File: src/rtl/svs_monitor_ctrl.sv
// ---------------------------------------------------------------------------
// svs_monitor_ctrl
//
// Sequences a sweep over NB_MONITOR SVS ring monitors:
//   clear counters -> count for a window -> settle -> scan every monitor
//   for the slowest masked count -> nudge the voltage target code.
//
// Ports
//   i_clk, i_rst_n      clock, asynchronous active-low reset
//   i_start             single-cycle sweep request (accepted only in IDLE)
//   i_abort             cancel a sweep in progress; beats i_start in IDLE
//   i_window            measurement window in cycles (0 behaves as 1)
//   i_mon_mask          monitors taking part in the sweep
//   i_thr_low/high      speed thresholds compared against the minimum count
//   i_count             packed monitor counts, monitor k at [k*COUNT_W +: COUNT_W]
//   o_mon_clear         monitor counter clear (CLEAR state)
//   o_mon_en            per-monitor count enable (MEASURE state only)
//   o_busy              FSM not in IDLE
//   o_done              sweep complete (UPDATE state), results already valid
//   o_err_no_mon        pulse when a start arrives with an empty mask
//   o_min_count         slowest masked count of the last completed sweep
//   o_min_idx           index of that monitor
//   o_target            saturating voltage target code
//   o_state             current FSM state, for debug observation
//
// Handshake: i_start is a request pulse, not a valid/ready pair. It is
// sampled on the rising edge only while o_busy=0 and i_abort=0; results are
// qualified by the one-cycle o_done pulse and then hold until the next one.
// ---------------------------------------------------------------------------
module svs_monitor_ctrl #(
    parameter int NB_MONITOR = 30,
    parameter int COUNT_W    = 16,
    parameter int TARGET_W   = 3,
    parameter int WINDOW_W   = 16,
    parameter int SETTLE_CYC = 2,
    parameter int TARGET_RST = 4
) (
    input  logic                            i_clk,
    input  logic                            i_rst_n,
    input  logic                            i_start,
    input  logic                            i_abort,
    input  logic [WINDOW_W-1:0]             i_window,
    input  logic [NB_MONITOR-1:0]           i_mon_mask,
    input  logic [COUNT_W-1:0]              i_thr_low,
    input  logic [COUNT_W-1:0]              i_thr_high,
    input  logic [NB_MONITOR*COUNT_W-1:0]   i_count,
    output logic                            o_mon_clear,
    output logic [NB_MONITOR-1:0]           o_mon_en,
    output logic                            o_busy,
    output logic                            o_done,
    output logic                            o_err_no_mon,
    output logic [COUNT_W-1:0]              o_min_count,
    output logic [$clog2(NB_MONITOR)-1:0]   o_min_idx,
    output logic [TARGET_W-1:0]             o_target,
    output logic [2:0]                      o_state
);

    localparam int IDX_W = $clog2(NB_MONITOR);
    localparam logic [IDX_W-1:0]    LAST_IDX    = IDX_W'(NB_MONITOR - 1);
    localparam logic [TARGET_W-1:0] TARGET_MAX  = {TARGET_W{1'b1}};
    localparam logic [WINDOW_W-1:0] SETTLE_LOAD =
        (SETTLE_CYC > 0) ? WINDOW_W'(SETTLE_CYC - 1) : '0;

    typedef enum logic [2:0] {
        IDLE    = 3'd0,
        CLEAR   = 3'd1,
        MEASURE = 3'd2,
        SETTLE  = 3'd3,
        SCAN    = 3'd4,
        UPDATE  = 3'd5
    } state_t;

    state_t state, next;

    // Latched sweep configuration
    logic [WINDOW_W-1:0]   win_q;
    logic [NB_MONITOR-1:0] mask_q;
    logic [COUNT_W-1:0]    lo_q, hi_q;

    // Down-counter shared by MEASURE and SETTLE, scan pointer and running min
    logic [WINDOW_W-1:0]   cnt;
    logic [IDX_W-1:0]      idx;
    logic [COUNT_W-1:0]    best_cnt;
    logic [IDX_W-1:0]      best_idx;
    logic                  found;

    logic [COUNT_W-1:0]    min_count_r;
    logic [IDX_W-1:0]      min_idx_r;
    logic [TARGET_W-1:0]   target_r;
    logic                  err_r;

    logic                  start_ok;
    logic [COUNT_W-1:0]    cur;
    logic                  take;
    logic [COUNT_W-1:0]    fin_cnt;
    logic [IDX_W-1:0]      fin_idx;
    logic [TARGET_W-1:0]   new_target;

    // Abort wins over start when both arrive together in IDLE.
    assign start_ok = i_start && !i_abort;

    // ---------------- state register ----------------
    always_ff @(posedge i_clk or negedge i_rst_n) begin
        if (!i_rst_n) begin
            state <= IDLE;
        end else begin
            state <= next;
        end
    end

    // ---------------- next-state logic ----------------
    always_comb begin
        next = state;
        if (state != IDLE && i_abort) begin
            next = IDLE;
        end else begin
            case (state)
                IDLE:    if (start_ok && (i_mon_mask != '0)) next = CLEAR;
                CLEAR:   next = MEASURE;
                MEASURE: if (cnt == '0) next = (SETTLE_CYC > 0) ? SETTLE : SCAN;
                SETTLE:  if (cnt == '0) next = SCAN;
                SCAN:    if (idx == LAST_IDX) next = UPDATE;
                UPDATE:  next = IDLE;
                default: next = IDLE;
            endcase
        end
    end

    // ---------------- scan / result datapath ----------------
    // The monitor examined this SCAN cycle is folded in combinationally so the
    // final cycle's index is part of the result registered on entry to UPDATE.
    // Strict '<' keeps the earlier (lower) index on ties.
    always_comb begin
        cur     = i_count[int'(idx)*COUNT_W +: COUNT_W];
        take    = mask_q[idx] && (!found || (cur < best_cnt));
        fin_cnt = take ? cur : best_cnt;
        fin_idx = take ? idx : best_idx;
        if (fin_cnt < lo_q) begin
            new_target = (target_r == TARGET_MAX) ? target_r : target_r + 1'b1;
        end else if (fin_cnt > hi_q) begin
            new_target = (target_r == '0) ? target_r : target_r - 1'b1;
        end else begin
            new_target = target_r;
        end
    end

    always_ff @(posedge i_clk or negedge i_rst_n) begin
        if (!i_rst_n) begin
            win_q       <= '0;
            mask_q      <= '0;
            lo_q        <= '0;
            hi_q        <= '0;
            cnt         <= '0;
            idx         <= '0;
            best_cnt    <= '0;
            best_idx    <= '0;
            found       <= 1'b0;
            min_count_r <= '1;
            min_idx_r   <= '0;
            target_r    <= TARGET_W'(TARGET_RST);
            err_r       <= 1'b0;
        end else begin
            err_r <= (state == IDLE) && start_ok && (i_mon_mask == '0);
            case (state)
                IDLE: begin
                    if (start_ok && (i_mon_mask != '0)) begin
                        win_q  <= (i_window == '0) ? WINDOW_W'(1) : i_window;
                        mask_q <= i_mon_mask;
                        lo_q   <= i_thr_low;
                        hi_q   <= i_thr_high;
                    end
                end
                CLEAR: begin
                    cnt   <= win_q - 1'b1;
                    idx   <= '0;
                    found <= 1'b0;
                end
                MEASURE: begin
                    cnt <= (cnt == '0) ? SETTLE_LOAD : cnt - 1'b1;
                end
                SETTLE: begin
                    cnt <= cnt - 1'b1;
                end
                SCAN: begin
                    idx <= idx + 1'b1;
                    if (take) begin
                        best_cnt <= cur;
                        best_idx <= idx;
                        found    <= 1'b1;
                    end
                    // An abort on the last SCAN cycle leaves results untouched.
                    if (next == UPDATE) begin
                        min_count_r <= fin_cnt;
                        min_idx_r   <= fin_idx;
                        target_r    <= new_target;
                    end
                end
                default: begin
                end
            endcase
        end
    end

    // ---------------- outputs ----------------
    always_comb begin
        o_mon_clear = (state == CLEAR);
        o_mon_en    = (state == MEASURE) ? mask_q : '0;
        o_busy      = (state != IDLE);
        o_done      = (state == UPDATE);
        o_state     = state;
    end

    assign o_err_no_mon = err_r;
    assign o_min_count  = min_count_r;
    assign o_min_idx    = min_idx_r;
    assign o_target     = target_r;

endmodule

File: config.mk
export PLATFORM = sky130hd
export DESIGN_NAME = svs_monitor_ctrl
export DESIGN_NICKNAME = d
export VERILOG_FILES = /design/src/rtl/svs_monitor_ctrl.sv
export SDC_FILE = /design/constraint.sdc
export NUM_CORES = 1
export LEC_CHECK = 0
export BUFFER_PORTS_ARGS = -buffer_cell sky130_fd_sc_hd__buf_2
export CORE_AREA = 2 2 239 241
export DETAILED_ROUTE_END_ITERATION = 7
export DIE_AREA = 0 0 241 243
export SLEW_MARGIN = 20
export SYNTH_ARGS = -nofsm -noshare
export SYNTH_HDL_FRONTEND = slang
export SYNTH_SLANG_ARGS = --single-unit
export TNS_END_PERCENT = 50
File: constraint.sdc
create_clock -name i_clk -period 6.6 [get_ports i_clk]
set_input_delay 0.66 -clock i_clk [delete_from_list [all_inputs] [get_ports i_clk]]
set_output_delay 0.66 -clock i_clk [all_outputs]
set_load 0.005 [all_outputs]
==> After elaboration in Yosys (flattened, before gate mapping) <==
Index checks and enable logic that the tools add are counted.
{ "word_totals": {"reg_bits": 149, "inputBits": 562, "output_inout_bits": 61, "wordCells": 79} }
{ "classes": {"addsub": 5, "n_lt_le_gt_ge": 4, "eq_ne": 11, "n_shift": 1, "muxes": 21, "reduce_logical": 23} }
{ "ops": {"columns": ["op", "count"], "rows": [
  ["$shiftx A480 B10 Y16", 1],
  ["$mux W16", 3],
  ["$pmux W16 S3", 1],
  ["$logic_not A16 Y1", 2],
  ["$lt A16 B16 Y1", 2],
  ["$sub A16 B1 Y16 const B", 2],
  ["$logic_not A30 Y1", 1],
  ["$mux W30", 1],
  ["$reduce_bool A30 Y1", 1],
  ["$mux W3", 9],
  ["$gt A16 B16 Y1", 1],
  ["$pmux W3 S5", 1],
  ["$eq A3 B3 Y1 const B", 4],
  ["$pmux W5 S2", 1],
  ["$eq A3 B2 Y1 const B", 2],
  ["$logic_and A1 B1 Y1", 6],
  ["$logic_not A3 Y1", 2],
  ["$lt A5 B6 Y1 const B", 1],
  ["$ne A2 B2 Y1 const B", 3],
  ["$reduce_and A2 Y1", 3],
  ["$reduce_bool A3 Y1", 2],
  ["$add A5 B1 Y5 const B", 1],
  ["$bmux W1 S5", 1],
  ["$eq A5 B5 Y1 const B", 1],
  ["other kinds (10)", 13]
]} }

==> Depth between registers and ports, before layout <==
{ "logic_depth": {"depth_word": 8, "depth_mapped": 34, "mapped_depth_nobuf": 27} }

==> Worst setup path before layout <==
OpenSTA, ideal clock, no wires.
{ "synth_timing": {"path_type": "register to register", "from": "reg idx[0]", "to": "reg target_r[2] (netlist: o_target[2])", "setup_time_ns": 0.079, "arrival_time_ns": 6.163, "required_time_ns": 6.521, "slack_ns": 0.358, "stages_incl_launch_ff": 34, "path_buffers": 7, "period_less_slack_ns": 6.242, "path_cell_list": "dfrtp_1 buf_2 buf_6 buf_6 buf_4 buf_4 buf_2 mux2i_1 o22ai_1 a211oi_1 o21ai_0 o21ai_0 inv_1 ha_1 a211oi_1 o211ai_1 a221oi_1 a21o_1 a31oi_1 nor2_2 clkbuf_1 o21ai_0 ha_1 a21o_1 a21o_1 a211oi_1 o21ai_0 o211ai_1 o311a_4 nand2_4 fa_1 nor3b_1 mux2_2 nor3_2"} }
{ "synth_via": {"elab_chain_len": 8, "word_cells_on_any_way": 19, "cone_classes": "order compare: 3; eq/ne: 4; shift: 1; mux: 7; reduce/logical: 4"} }
{ "synth_lines": {"columns": ["item", "line_no", "text"], "rows": [
  ["from (decl)", "82", "logic [IDX_W-1:0] idx;"],
  ["from (signal assigned)", "185", "idx <= idx + 1'b1;"],
  ["$shiftx A480 B10 Y16", "134", "cur = i_count[int'(idx)*COUNT_W +: COUNT_W];"],
  ["$lt A16 B16 Y1", "135", "take = mask_q[idx] && (!found || (cur < best_cnt));"],
  ["$logic_or A1 B1 Y1", "135", null],
  ["$logic_and A1 B1 Y1", "135", null],
  ["$mux W16 *", "136", "fin_cnt = take ? cur : best_cnt;"],
  ["named net fin_cnt[9]", "95", "logic [COUNT_W-1:0] fin_cnt;"],
  ["$lt A16 B16 Y1 / $gt A16 B16 Y1 (equally long branches)", "138, 140", null],
  ["$ne A2 B2 Y1 (no line) / $reduce_bool A2 Y1 (equally long branches)", null, null],
  ["$reduce_and A5 Y1 (no line)", null, null],
  ["to (signal assigned)", "160", "target_r <= TARGET_W'(TARGET_RST);"],
  ["to (signal assigned)", "195", "target_r <= new_target;"],
  ["to (decl)", "89", "logic [TARGET_W-1:0] target_r;"]
]} }
The timed path passes the listed nets; every way through them passes the cells marked *. The select of a mux whose other input is x is not followed.
A chain may end at the register's enable or synchronous reset.

==> Final worst setup path <==
{ "layout_timing": {"from": "reg idx[0]", "to": "reg target_r[1] (netlist: o_target[1])"} }
Same word-level chain as after synthesis.

==> run summary <==
================================================================================
Run status                                                          complete, no violations
Class of the tightest hold or removal check                          in -> async
Transition at the pin with the smallest max-transition slack             1.06 ns
Count of buffers inserted at the top-level ports                             622
Initial Utilization                                                        22.0%
Clock root buffer                                                      clkbuf_16
Post-synth design cell area                                            12300 um2
Worst Path Class, Setup                                               reg -> reg
Die X-Extent                                                              241 um
Global route total overflow                                                    0
Final wirelength                                                        65100 um
Routability Congestion                                                     0.956
Setup Skew                                                             0.0139 ns
Most common cell on crit path                                            nand2_1
Die Y                                                                     243 um
Via count normalized by instance count                                      4.98
Primary FF master, synth                                                 dfrtp_1
Residual antenna-violating net count after detailed routing                    0
Insertion delay of the later-clocked pin in the worst-skew pair          0.46 ns
Clk sink count                                                               149
Count of unique library cells instantiated by Yosys                           60
Data arrival time of the worst path                                      6.65 ns
Global-route wire length before repair                                  90300 um
Average wire per standard cell                                           25.5 um
Master of the slowest instance on the critical path                       mux4_2
Register-to-Register Setup Slack                                         0.27 ns
Number of H-tree levels                                                        4
Required time reported for the critical path endpoint                    6.93 ns
Final Max Slew Viols                                                           0
Crit path capture                                                   o_target[1]$_DFFE_PN0P_
Number of synthesized register bits                                          149
Register area                                                           3760 um2
Final routed DRC violation total                                               0
Clock-pin slew on the worst setup and hold paths                         0.07 ns
Number of buffers created by CTS                                              17
Placed instance count                                                       2494
Total track usage                                                          21.5%
Non-filler cells, final                                                     2551
CP Max Fanout                                                                 20
Final Hold Vio Count                                                           0
Post-synth EDFFs                                                               0
Max Cap Viol                                                                   0
Static leakage                                                           8.06 nW
Hold Slack                                                              0.123 ns
Post-Route Setup TNS                                                        0 ns
Post-synthesis cell count                                                   1126
End of the worst register-to-register path                          o_target[1]$_DFFE_PN0P_
Final-stage net count                                                       2382
Number of iterations in the first detailed-routing pass                        6
HPWL reported at the end of detailed placement                          54400 um
Power per cell area                                                   190 nW/um2
Initial drt markers                                                          812
Share of post-route cells with drive strength above 1                      56.2%
Average footprint of a synthesized cell                                 10.9 um2
# setup viols final                                                            0
Shortest clock period the worst path allows after layout                 6.33 ns
Max Freq                                                                 158 MHz
Pin count of the biggest net entering global routing                          61
Multi-input gate area                                                   7920 um2
Number of top-level pins                                                     623
Number of antenna violations at the first check in global routing             34
CP max stage delay                                                       0.51 ns
Part of the cycle the worst path needs                                     95.8%
Launching point of the worst reg2reg path                           idx[0]$_DFFE_PN0P_
Headroom to the max-slew limit                                             29.0%
Number of rows created at floorplan                                           87
Share of synthesized flip-flops with an asynchronous set or reset           100%
Yosys Warn Count                                                               0
Layout overhead on the synthesized area                                    41.8%
Nature of the critical path endpoint                                    register
Number of hold buffers added after CTS                                         0
Post-synth net total                                                        1739
Via count                                                                  12706
Kind of start point of the critical path                                register
Filler Cells Inserted                                                       5903
Number of cells on the worst reg-to-reg path                                  28
Utilization of the core after routing                                      31.2%
CTS tree                                                                   built
Clock Tree Buf Depth                                                           2
Core area                                                              56000 um2
Floorplan die area                                                     58600 um2
Share of the yosys chip area belonging to registers                        30.4%
Number of global-route vias before repair                                  13222
Critical Path Start                                                 idx[0]$_DFFE_PN0P_
Maximum vdd drop                                                        0.147 mV
================================================================================
==> worst min path at each step <==
stage	end	slack, ns	cells past startpoint
2_1_floorplan	best_cnt[0]$_DFFE_PN0P_	0.36	0
3_3_place_gp	o_min_idx[1]$_DFFE_PN0P_	0.47	2
3_5_place_dp	o_min_idx[1]$_DFFE_PN0P_	0.47	2
4_1_cts	hi_q[5]$_DFFE_PN0P_	0.13	1
5_1_grt	hi_q[10]$_DFFE_PN0P_	0.14	1
6_report	hi_q[10]$_DFFE_PN0P_	0.12	1
==> layout by cell type, fill, tap and decap left out, types with 4 or more instances in the layout <==
master,Yosys,routed
nand4_1,11,11
nor3_1,15,15
or3_1,4,4
xnor2_1,7,7
dfstp_2,17,17
xor2_1,6,6
nor2b_1,9,8
nand2b_1,8,7
nor4_1,15,14
buf_6,3,4
inv_1,82,82
a21o_1,11,11
clkbuf_16,0,20
dfrtp_1,132,127
mux2_2,107,107
ha_1,50,50
clkinv_4,0,4
nor3b_1,4,4
o21ai_0,93,76
and3_1,32,32
mux2i_1,73,71
a31oi_1,7,6
nor2_1,40,40
nand3_1,6,6
o22ai_1,33,33
diode_2,0,13
buf_2,14,621
o21ai_1,0,14
mux4_2,116,116
nand2_1,59,59
a22o_1,8,8
buf_4,11,71
a21oi_1,43,43
a211oi_1,14,14
==> power breakdown <==
| part | internal, mW | switching, mW |
|---|---|---|
| clock network | 0.560 | 0.433 |
| registers | 1.06 | 0.124 |
| logic | 0.585 | 0.559 |
==> routing by layer <==
metal  GRT usage [%]  part of all wire (%)  vias up
li1                -                     -     5601
met3            4.81                   7.8      121
met4            6.70                   3.0       18
met2            37.5                    49      648
met1            26.0                    40     6318
met5               0                  0.18        -
==> Yosys cell counts, types with 2 or more instances <==
master	count	area share (%)
a211o_1	2	0.14
a211oi_1	14	0.85
a21o_1	11	0.67
a21oi_1	43	1.7
a221oi_1	2	0.14
a22o_1	8	0.57
a311oi_1	2	0.14
a31oi_1	7	0.36
a32oi_1	3	0.21
and2_1	2	0.10
and3_1	32	1.6
buf_1	9	0.27
buf_2	14	0.57
buf_4	11	0.67
buf_6	3	0.27
clkbuf_1	44	1.3
dfrtp_1	132	27
dfstp_2	17	3.6
ha_1	50	5.1
inv_1	82	2.5
mux2_2	107	9.8
mux2i_1	73	5.9
mux4_2	116	21
nand2_1	59	1.8
nand2b_1	8	0.41
nand3_1	6	0.24
nand3b_1	2	0.12
nand4_1	11	0.56
nor2_1	40	1.2
nor2b_1	9	0.46
nor3_1	15	0.61
nor3b_1	4	0.24
nor4_1	15	0.76
o211ai_1	3	0.18
o21a_1	3	0.18
o21ai_0	93	3.8
o21bai_1	4	0.24
o22ai_1	33	1.7
o32ai_1	2	0.14
or3_1	4	0.20
xnor2_1	7	0.50
xor2_1	6	0.43
==> timing repair <==
item                       4_1_cts  5_1_grt
cloned                           0        3
resized for setup                3       31
setup endpoints to repair        2        3
setup buffers                    0        9
pin swaps                        0        3
==> critical path, delay by kind of cell (launching register included) <==
kind            cells  cell delay [ns]
buf+inv             5             0.80
simple gates        9             1.05
fa+ha+maj           2             0.72
mux                 4             1.60
compound gates      8             1.51
flops               1             0.49
==> state kept, by name (all words and copies together) (netlist names) <==
name / flops
o_target: 3
cnt: 16
found: 1
win_q: 16
lo_q: 16
hi_q: 16
best_idx: 5
mask_q: 30
idx: 5
o_min_idx: 5
o_min_count: 16
best_cnt: 16
o_state: 3
o_err_no_mon: 1
==> area by class of cell <==
type                            count  share of cell area [%]
Antenna cell                       13                   0.186
Clock buffer                       18                    2.46
Clock inverter                     14                   0.881
Inverter                           84                    1.81
Multi-Input combinational cell    812                    45.4
Sequential cell                   149                    21.5
Tap cell                          756                    5.42
Timing Repair Buffer              705                    22.4
==> stage by stage <==
stage | instance area, um2 | worst slack, ns | power, mW
after floorplan | 12300 | 0.358 | 1.79
after global placement | 16600 | 0.0663 | 2.29
final | 17500 | 0.275 | 3.32
after CTS | 17200 | 0.0128 | 3.33
after global routing | 17400 | -0.0190 | 3.53
after detailed placement | 16600 | -0.172 | 2.32
==> cell families after synthesis <==
group,after synthesis,share of synthesized area [%]
XOR/XNOR,13,0.924
flip-flops,149,30.4
buffers and inverters,165,5.69
AND/OR/NAND/NOR,214,8.83
adder cells (fa/ha/maj),51,5.24
AO/OA/AOI/OAI,237,11.9
multiplexers,297,37.0
No activity file was read; power rests on OpenSTA's default activity.
